**config.mk**
```make
export PLATFORM = sky130hd
export DESIGN_NAME = div_unit
export DESIGN_NICKNAME = d
export VERILOG_FILES = /design/src/rtl/div_unit_pkg.sv /design/src/rtl/div_unit.sv
export SDC_FILE = /design/constraint.sdc
export NUM_CORES = 1
export LEC_CHECK = 0
export CORE_UTILIZATION = 45
export CTS_CLUSTER_SIZE = 20
export DETAILED_ROUTE_END_ITERATION = 16
export GPL_TIMING_DRIVEN = 0
export PLACE_DENSITY = 0.72
export SYNTH_ARGS = -nofsm -noshare
export SYNTH_HDL_FRONTEND = slang
export SYNTH_SLANG_ARGS = --single-unit
```
**constraint.sdc**
```tcl
create_clock -name clk -period 3.3 [get_ports clk]
set_input_delay 0.33 -clock clk [delete_from_list [all_inputs] [get_ports clk]]
set_output_delay 0.33 -clock clk [all_outputs]
set_load 0.02 [all_outputs]
```
**src/rtl/div_unit_pkg.sv**
```systemverilog
// Shared definitions for the multi-cycle integer divider.
//
// Holds the 2-bit state encodings, the result-ready and start/stop levels,
// and the level on rst that means "in reset" (rst is active-low).
package div_unit_pkg;

    typedef enum logic [1:0] {
        DIV_FREE   = 2'b00,
        DIV_BYZERO = 2'b01,
        DIV_ON     = 2'b10,
        DIV_END    = 2'b11
    } div_state_e;

    localparam logic DIV_RESULT_READY     = 1'b1;
    localparam logic DIV_RESULT_NOT_READY = 1'b0;
    localparam logic DIV_START            = 1'b1;
    localparam logic DIV_STOP             = 1'b0;
    localparam logic RST_ACTIVE           = 1'b0;

endpackage

```
**src/rtl/div_unit.sv**
```systemverilog
// div_unit: multi-cycle restoring radix-2 divider for the EX stage (DIV/DIVU).
// One quotient bit is produced per clock; the pipeline is stalled through
// stallreq_o for as long as a division is outstanding.
//
// Ports:
//   clk          clock, all state changes on the rising edge
//   rst          synchronous, active-low reset
//   signed_div_i 1 = DIV (two's complement), 0 = DIVU
//   opdata1_i    dividend
//   opdata2_i    divisor
//   start_i      held high by EX for the whole division
//   annul_i      abort request (EX flushed)
//   result_o     {remainder, quotient}
//   ready_o      result_o is valid
//   stallreq_o   stall request to the pipeline stall controller
//
// Optional build macro DIV_EARLY_EXIT_EN: when the dividend magnitude is
// smaller than the (non-zero) divisor magnitude, the answer is known at once
// (quotient 0, remainder = dividend) and the divider goes straight to END.
module div_unit
    import div_unit_pkg::*;
#(
    parameter int WIDTH = 32,
    parameter int CNT_W = 6
) (
    input  logic                 clk,
    input  logic                 rst,
    input  logic                 signed_div_i,
    input  logic [WIDTH-1:0]     opdata1_i,
    input  logic [WIDTH-1:0]     opdata2_i,
    input  logic                 start_i,
    input  logic                 annul_i,
    output logic [2*WIDTH-1:0]   result_o,
    output logic                 ready_o,
    output logic                 stallreq_o
);

    div_state_e             state_q, state_d;
    logic [CNT_W-1:0]       cnt_q, cnt_d;
    logic [WIDTH-1:0]       dividend_q, dividend_d;
    logic [WIDTH-1:0]       divisor_q, divisor_d;
    logic [WIDTH-1:0]       rem_q, rem_d;
    logic                   qneg_q, qneg_d;
    logic                   rneg_q, rneg_d;
    logic [2*WIDTH-1:0]     result_q, result_d;
    logic                   ready_q, ready_d;

    logic [WIDTH-1:0]       mag1;
    logic [WIDTH-1:0]       mag2;
    logic [WIDTH:0]         trial;
    logic                   qbit;

    // Negate quotient and remainder back into signed form. The remainder
    // takes the sign of the dividend; 0x80000000 / -1 wraps to 0x80000000.
    function automatic logic [2*WIDTH-1:0] fix_sign(
        input logic [WIDTH-1:0] quot,
        input logic [WIDTH-1:0] rem,
        input logic             qneg,
        input logic             rneg
    );
        logic [WIDTH-1:0] q_fix;
        logic [WIDTH-1:0] r_fix;
        q_fix = qneg ? -quot : quot;
        r_fix = rneg ? -rem : rem;
        return {r_fix, q_fix};
    endfunction

    // Operand magnitudes; the most negative value maps to itself and is then
    // read as an unsigned number, which is exactly its magnitude.
    assign mag1 = (signed_div_i && opdata1_i[WIDTH-1]) ? -opdata1_i : opdata1_i;
    assign mag2 = (signed_div_i && opdata2_i[WIDTH-1]) ? -opdata2_i : opdata2_i;

    // The partial remainder is always below the divisor, so the top bit of
    // this (WIDTH+1)-bit difference is a reliable "went negative" flag.
    assign trial = {rem_q, dividend_q[WIDTH-1]} - {1'b0, divisor_q};

    assign result_o   = result_q;
    assign ready_o    = ready_q;
    assign stallreq_o = (rst != RST_ACTIVE) && start_i && !ready_q;

    always_ff @(posedge clk) begin
        if (rst == RST_ACTIVE) begin
            state_q    <= DIV_FREE;
            cnt_q      <= '0;
            dividend_q <= '0;
            divisor_q  <= '0;
            rem_q      <= '0;
            qneg_q     <= 1'b0;
            rneg_q     <= 1'b0;
            result_q   <= '0;
            ready_q    <= DIV_RESULT_NOT_READY;
        end else begin
            state_q    <= state_d;
            cnt_q      <= cnt_d;
            dividend_q <= dividend_d;
            divisor_q  <= divisor_d;
            rem_q      <= rem_d;
            qneg_q     <= qneg_d;
            rneg_q     <= rneg_d;
            result_q   <= result_d;
            ready_q    <= ready_d;
        end
    end

    // The dividend register doubles as the quotient register: each iteration
    // shifts out a dividend bit at the top and shifts a quotient bit in at the
    // bottom, so after WIDTH iterations it holds the unsigned quotient.
    always_comb begin
        state_d    = state_q;
        cnt_d      = cnt_q;
        dividend_d = dividend_q;
        divisor_d  = divisor_q;
        rem_d      = rem_q;
        qneg_d     = qneg_q;
        rneg_d     = rneg_q;
        result_d   = result_q;
        ready_d    = ready_q;
        qbit       = 1'b0;

        case (state_q)
            DIV_FREE: begin
                ready_d  = DIV_RESULT_NOT_READY;
                result_d = '0;
                if (start_i == DIV_START && !annul_i) begin
                    dividend_d = mag1;
                    divisor_d  = mag2;
                    qneg_d     = signed_div_i && (opdata1_i[WIDTH-1] ^ opdata2_i[WIDTH-1]);
                    rneg_d     = signed_div_i && opdata1_i[WIDTH-1];
                    rem_d      = '0;
                    cnt_d      = '0;
                    if (mag2 == '0) begin
                        state_d = DIV_BYZERO;
                    end else begin
`ifdef DIV_EARLY_EXIT_EN
                        if (mag1 < mag2) begin
                            state_d  = DIV_END;
                            ready_d  = DIV_RESULT_READY;
                            result_d = {opdata1_i, {WIDTH{1'b0}}};
                        end else begin
                            state_d = DIV_ON;
                        end
`else
                        state_d = DIV_ON;
`endif
                    end
                end
            end

            DIV_ON: begin
                // Losing start_i mid-division is treated like an annul.
                if (annul_i || start_i == DIV_STOP) begin
                    state_d  = DIV_FREE;
                    ready_d  = DIV_RESULT_NOT_READY;
                    result_d = '0;
                end else if (cnt_q == CNT_W'(WIDTH)) begin
                    state_d  = DIV_END;
                    ready_d  = DIV_RESULT_READY;
                    result_d = fix_sign(dividend_q, rem_q, qneg_q, rneg_q);
                end else begin
                    if (!trial[WIDTH]) begin
                        rem_d = trial[WIDTH-1:0];
                        qbit  = 1'b1;
                    end else begin
                        rem_d = {rem_q[WIDTH-2:0], dividend_q[WIDTH-1]};
                        qbit  = 1'b0;
                    end
                    dividend_d = {dividend_q[WIDTH-2:0], qbit};
                    cnt_d      = cnt_q + 1'b1;
                end
            end

            DIV_BYZERO: begin
                if (annul_i || start_i == DIV_STOP) begin
                    state_d  = DIV_FREE;
                    ready_d  = DIV_RESULT_NOT_READY;
                    result_d = '0;
                end else begin
                    state_d  = DIV_END;
                    ready_d  = DIV_RESULT_READY;
                    result_d = '0;
                end
            end

            DIV_END: begin
                if (start_i == DIV_STOP) begin
                    state_d  = DIV_FREE;
                    ready_d  = DIV_RESULT_NOT_READY;
                    result_d = '0;
                end
            end

            default: begin
                state_d = DIV_FREE;
            end
        endcase
    end

endmodule

```
; ---- Word-level counts from Yosys, hierarchy flattened
; Cells that the tools add are included.
[op_classes]
addsub = 6
eq_ne = 9
n_mux = 34
bitwise_logic = 2
reduce_logical = 17
[op_table]
columns = cell, count
row1 = 2-to-1 mux 32 bit, 11
row2 = 2-to-1 mux 64 bit, 3
row3 = one-hot mux 64 bit (3 select lines), 1
row4 = negation 32 bit, 4
row5 = one-hot mux 32 bit (2 select lines), 2
row6 = subtractor 33 x 32 -> 33 bit, 1
row7 = zero test 32 bit, 1
row8 = 2-to-1 mux 6 bit, 3
row9 = 2-to-1 mux 2 bit, 6
row10 = one-hot mux 6 bit (2 select lines), 1
row11 = "!= test 2 bit, second input constant", 4
row12 = one-hot mux 2 bit (4 select lines), 1
row13 = "adder 6 x 1 -> 6 bit, second input constant", 1
row14 = "== test 6 bit, second input constant", 1
row15 = logical AND 1 bit, 6
row16 = 2-to-1 mux 1 bit, 5
row17 = "== test 2 bit, second input constant", 2
row18 = one-hot mux 1 bit (4 select lines), 1
row19 = AND reduction 2 bit, 2
row20 = AND reduction 4 bit, 1
row21 = "!= test 3 bit, second input constant", 1
row22 = AND reduction 3 bit, 1
row23 = "== test 2 x 1 -> 1 bit, second input constant", 1
row24 = zero test 1 bit, 2
row25 = 6 further kinds, 6
[word_totals]
ff_bits = 171
inputBits = 69
out_inout_bits = 66
wordCells = 77

; ---- Depth between registers and ports, before layout
[logic_depth]
ltp_word = 6
depth_mapped = 14
mapped_depth_nobuf = 11

; ---- Least setup slack after synthesis
; Ideal clock, no wire load.
[synth_path]
path_kind = register to register
from = register dividend_q[31]
to = register rem_q[26]
setup_ns = 0.130
arrival_time_ns = 3.011
required_ns = 3.170
path_slack_ns = 0.159
path_stages_with_launch = 15
n_path_buf = 3
period_less_slack_ns = 3.141
cell_sequence = dfxtp_1 > inv_1 > ha_1 > fa_1 > nand2b_1 > a21oi_1 > o2111ai_1 > a211o_1 > a211oi_1 > or4_1 > clkbuf_1 > and2_1 > buf_2 > buf_2 > o211ai_1
[synth_between]
elab_chain_len = 5
[synth_lines]
columns = element, line_no
row1 = "start, declared", div_unit.sv:40  ; logic [WIDTH-1:0] dividend_q, dividend_d;
row2 = "start signal, assigned", div_unit.sv:95  ; dividend_q <= dividend_d;
row3 = subtractor 33 x 32 -> 33 bit, div_unit.sv:75  ; assign trial = {rem_q, dividend_q[WIDTH-1]} - {1'b0, divisor_q};
row4 = 2-to-1 mux 32 bit, div_unit.sv:160  ; if (!trial[WIDTH]) begin
row5 = 2-to-1 mux 32 bit, div_unit.sv:155  ; end else if (cnt_q == CNT_W'(WIDTH)) begin
row6 = 2-to-1 mux 32 bit, div_unit.sv:151  ; if (annul_i || start_i == DIV_STOP) begin
row7 = one-hot mux 32 bit (2 select lines), div_unit.sv:120  ; case (state_q)
row8 = "end signal, assigned", div_unit.sv:97  ; rem_q <= rem_d;
row9 = "end, declared", div_unit.sv:42  ; logic [WIDTH-1:0] rem_q, rem_d;
; No other way between the ends. The select of a mux whose other input is x is not followed.
; A chain may end at the register's enable or synchronous reset.

; ---- Worst setup path in the final report
[layout_path]
from = register dividend_q[31]
to = register rem_q[16]
; Same word-level chain as after synthesis.

==> reports/results.env <==
FINAL_MIN_PERIOD_OVER_CLOCK_PERIOD=0.984
MET1_LAYER_USAGE_REPORTED_BY_GLOBAL_ROUTE=0.390
HOLD_PATH_DEPTH=3
MAX-CLOCK-PATH-BUFFERS=2
NETLIST_AREA_UM2=11400
WORSTSKEWPAIRLATENCY_NS=0.44
SLEW_HEADROOM=0.371
SYNTH_TOP_FAMILY_BY_AREA='simple AND/OR/NAND/NOR gates'
SYNTHESIZED_AREA_FRACTION_OCCUPIED_BY_AO_OA_AOI_AND_OAI_CELLS=0.237
REGTOREGSTARTPOINT='dividend_q[31]'
FINALSETUPVIOLATIONS=0
DETAIL_ROUTE.WIRELENGTH_UM=34500
DRTPASS1ITERATIONS=6
NUM_ROWS=57
FIN_SKEW_NS=0.0158
CTS_MADE_BUFFERS=17
FINAL_HPWL_FROM_DETAILED_PLACEMENT_UM=27100
SYN_TO_FINAL_GROWTH_PCT=22.1
PLACEMENT.IO_BUFFERS=131
DIE_Y_UM=161
POWER_DENSITY_nW_PER_UM2=457
SETUP-TNS-FINAL_NS=0
MET3_TRACK_DEMAND_OVER_RESOURCE=0.0370
CRITICAL_PATH.STARTPOINT_TYPE='register'
CLKSINKCOUNT=171
POST-ROUTE-UTIL=0.566
YOSYS.CELL_TYPES.COUNT=69
WORST_SETUP_PATH_END_KIND='register'
SYNTH_COMMONEST_CELLS='sky130_fd_sc_hd__nand2_1, sky130_fd_sc_hd__dfxtp_1, sky130_fd_sc_hd__nor2_1'
WORST-R2R-SETUP-SLACK_NS=0.05
WL_PER_CELL_UM=17.0
SYNTH_MOST_COMMON_CELL='sky130_fd_sc_hd__nand2_1'
FINAL_HOLD_VIOLATIONS=0
POWER.STATIC_LEAKAGE_uW=0.00513
TIGHTESTPINTRANSITION_NS=0.930
SYNTH_LARGEST_AREA_CELL='sky130_fd_sc_hd__dfxtp_1'
DESIGN_POWER_TOTAL_uW=6350
GRT_ANTENNA_BEFORE_REPAIR=0
YOSYS.AREA.TOP_TYPE_SHARE=0.300
MAXIMUM_NUMBER_OF_PINS_ON_ONE_NET_BEFORE_GLOBAL_ROUTE_REPAIR=20
PRE_CTS_SLACK_NS=-0.785
HTREE_NUM_LEVELS=4
LAYOUT_SETUP_WS_NS=0.0525
HOLD_START='opdata2_i[7]'
TOP_LEVEL_PORTS=135
SYNTHXORXNORAREAFRAC=0.111
DRIVE_ABOVE_1_SHARE=0.0632
ANTENNA_CELLS_INSERTED=0
CP_DATA_ARRIVAL_TIME_NS=3.59
SYNTH-SIMPLE-AREA-SHARE=0.241
DETAILROUTE.VIA_COUNT=11600
GRT_FIRST_PASS_WIRELENGTH_UM=54500
SEQ_AREA_UM2=3430
OUTCOME='finished, final reports clean'
SYNTHESIS.AREA_PER_INSTANCE_UM2=7.41
DETAIL_ROUTE.VIAS_PER_CELL=5.72
NNETSFINAL=1807
NETLIST_INSTANCES=1538
SYNTH_FP_NETS=1650
HOLDBUFCOUNTCTS=0
FLOORPLAN.INITIALDENSITY=0.463
DRT.ANTENNA.VIOLATING_NETS=0
END_POINT_OF_THE_WORST_HOLD_PATH='divisor_q[7]'
DRT_DRC_VIOLATIONS_LEFT=0
CTS_TREE='done'
FP.COREAREA_UM2=24600
MULTI_INPUT_COMB_AREA_UM2=7500
FINALWEIGHTEDCONGESTION=0.944
YS_SEQ_AREA_FRAC=0.300
CRITPATHKIND='register to register'
FINALCRITICALPERIOD_NS=3.25
CRIT_REQUIRED_NS=3.64
DIE_WIDTH_UM=161
VDD_DROP_MAX_mV=0.419
FILL_CELLS=2385
DETAILEDROUTE.FIRSTITERATIONVIOLATIONS=1014
GRT_USAGE=0.263
SYNTH_FLOP_CELL='sky130_fd_sc_hd__dfxtp_1'
MIN_PATH_TYPE='input port to register'
WORST-PATH-MAX-FANOUT=10
GRT_PASS1_VIAS=10300
CRITICAL_PATH.REG2REG.ENDPOINT='rem_q[16]'
REGISTER_TO_REGISTER_PATH_DEPTH=14
DIE_AREA_UM2=26000
TIMING.MAX_CAP.VIOLATIONS=0
CTS.CLK_SLEW.WORST_PATHS_NS=0.07
GR-MAX-USAGE-LAYER='met2'
POST_SYNTH_FA_HA_MAJ_AREA_FRACTION=0.0479
ASYNC_RESET_FF_FRAC=0
ROOT_BUFFER='sky130_fd_sc_hd__clkbuf_16'
SYNTH-SEQ-CELLS=171
FMAXACHIEVABLE_MHz=308
USE_MET2=0.397
SYNTH-EDFF-COUNT=0
YS_TOP_CELLS_BY_AREA='sky130_fd_sc_hd__dfxtp_1, sky130_fd_sc_hd__nand2_1, sky130_fd_sc_hd__xor2_1'
SYNTH_WARNINGS=0
GRT.OVERFLOW.TOTAL=0
FINAL-MAX-SLEW-VIOLATION-COUNT=0
GRT_SETUP_UNREPAIRED='no'
YOSYS-MUX-AREA-FRACTION=0.0106
==> worst max-delay path by stage <==
stage	start	depth (start not counted)	endpoint
after floorplan	dividend_q[31]	14	rem_q[26]
after global placement	rem_q[16]	10	rem_q[26]
after detailed placement	rem_q[16]	10	rem_q[26]
after CTS	dividend_q[31]	14	rem_q[17]
after global routing	state_q[0]	11	result_o[4]
final	dividend_q[31]	14	rem_q[16]
==> cell families (layout without fill, tap and decap cells) <==
kind of cell | after synthesis | after routing
flip-flops | 171 | 171
XOR/XNOR | 144 | 144
buffers and inverters | 156 | 326
adder cells (fa/ha/maj) | 43 | 43
AND/OR/NAND/NOR | 586 | 586
AO/OA/AOI/OAI | 426 | 426
multiplexers | 12 | 12
==> per-stage QoR <==
step                      cell area [um^2]  hold WS (ns)  instances
after global routing                 13900         0.415       2032
after floorplan                      11400         0.432       1538
final                                13900         0.394       2032
after detailed placement             13100         0.443       1993
after global placement               13100         0.434       1993
after CTS                            13800         0.371       2030
==> critical path, stage by stage (launching register included) <==
cell and delay, ns:
sky130_fd_sc_hd__dfxtp_2 0.35, sky130_fd_sc_hd__inv_1 0.10, sky130_fd_sc_hd__ha_1 0.24, sky130_fd_sc_hd__fa_2 0.35, sky130_fd_sc_hd__nand2b_4 0.16, sky130_fd_sc_hd__a21oi_4 0.18
sky130_fd_sc_hd__o2111ai_4 0.17, sky130_fd_sc_hd__a211o_1 0.33, sky130_fd_sc_hd__a211oi_2 0.27, sky130_fd_sc_hd__buf_4 0.16, sky130_fd_sc_hd__o31ai_4 0.12, sky130_fd_sc_hd__and2_1 0.16
sky130_fd_sc_hd__buf_2 0.16, sky130_fd_sc_hd__buf_4 0.18, sky130_fd_sc_hd__o211ai_1 0.21
==> layout make-up <==
cell class,count,share of cell area
multi-input cells,1211,0.539
flip-flops and latches,171,0.247
well taps,324,0.0291
plain buffers,94,0.0276
repair buffers,140,0.0991
clock buffers,17,0.0306
clock inverters,15,0.0119
inverters,60,0.0162
==> placed cells by master, fill, tap and decap left out, types with 12 or more instances in the layout <==
cell type / netlist / layout
sky130_fd_sc_hd__nand2_1: 224 / 224
sky130_fd_sc_hd__dfxtp_1: 171 / 163
sky130_fd_sc_hd__nor2_1: 142 / 140
sky130_fd_sc_hd__clkdlybuf4s50_1: 0 / 131
sky130_fd_sc_hd__a21oi_1: 135 / 129
sky130_fd_sc_hd__o21ai_0: 86 / 85
sky130_fd_sc_hd__xor2_1: 84 / 84
sky130_fd_sc_hd__clkbuf_1: 87 / 75
sky130_fd_sc_hd__xnor2_1: 60 / 60
sky130_fd_sc_hd__inv_1: 59 / 59
sky130_fd_sc_hd__ha_1: 42 / 42
sky130_fd_sc_hd__o211ai_1: 40 / 40
sky130_fd_sc_hd__nand3_1: 32 / 32
sky130_fd_sc_hd__nor3_1: 33 / 32
sky130_fd_sc_hd__nand4_1: 31 / 31
sky130_fd_sc_hd__a211oi_1: 31 / 30
sky130_fd_sc_hd__a21o_1: 20 / 20
sky130_fd_sc_hd__o31ai_1: 21 / 20
sky130_fd_sc_hd__nand2b_1: 18 / 17
sky130_fd_sc_hd__or3_1: 17 / 17
sky130_fd_sc_hd__clkbuf_16: 0 / 17
sky130_fd_sc_hd__a31oi_1: 17 / 16
sky130_fd_sc_hd__o41ai_1: 14 / 14
sky130_fd_sc_hd__or4_1: 13 / 12
==> layer usage <==
metal | part of all wire | up-vias
met4 | 0.015 | 0
met5 | 0 | -
li1 | - | 5786
met1 | 0.48 | 5357
met3 | 0.078 | 37
met2 | 0.43 | 439
==> state kept, by name, summed over array words and instances, names as in the netlist <==
signal and flops:
cnt_q 6, rem_q 32, ready_o 1, result_o 64, divisor_q 32, rneg_q 1, qneg_q 1, dividend_q 32
state_q 2
==> where the power goes <==
group | leakage [uW] | internal, uW | switching [uW]
clock | 0.000288 | 1030 | 1010
combinational | 0.00345 | 741 | 1220
sequential | 0.00139 | 2190 | 168
==> repair_timing <==
| action | in CTS | in global routing |
|---|---|---|
| endpoints found under the setup margin | 84 | 67 |
| hold endpoints to repair | 0 | 0 |
| pin swaps | 5 | 7 |
| resized for setup | 16 | 37 |
| buffers inserted | 6 | 3 |
Note: power is estimated with default switching activity, not from simulation.
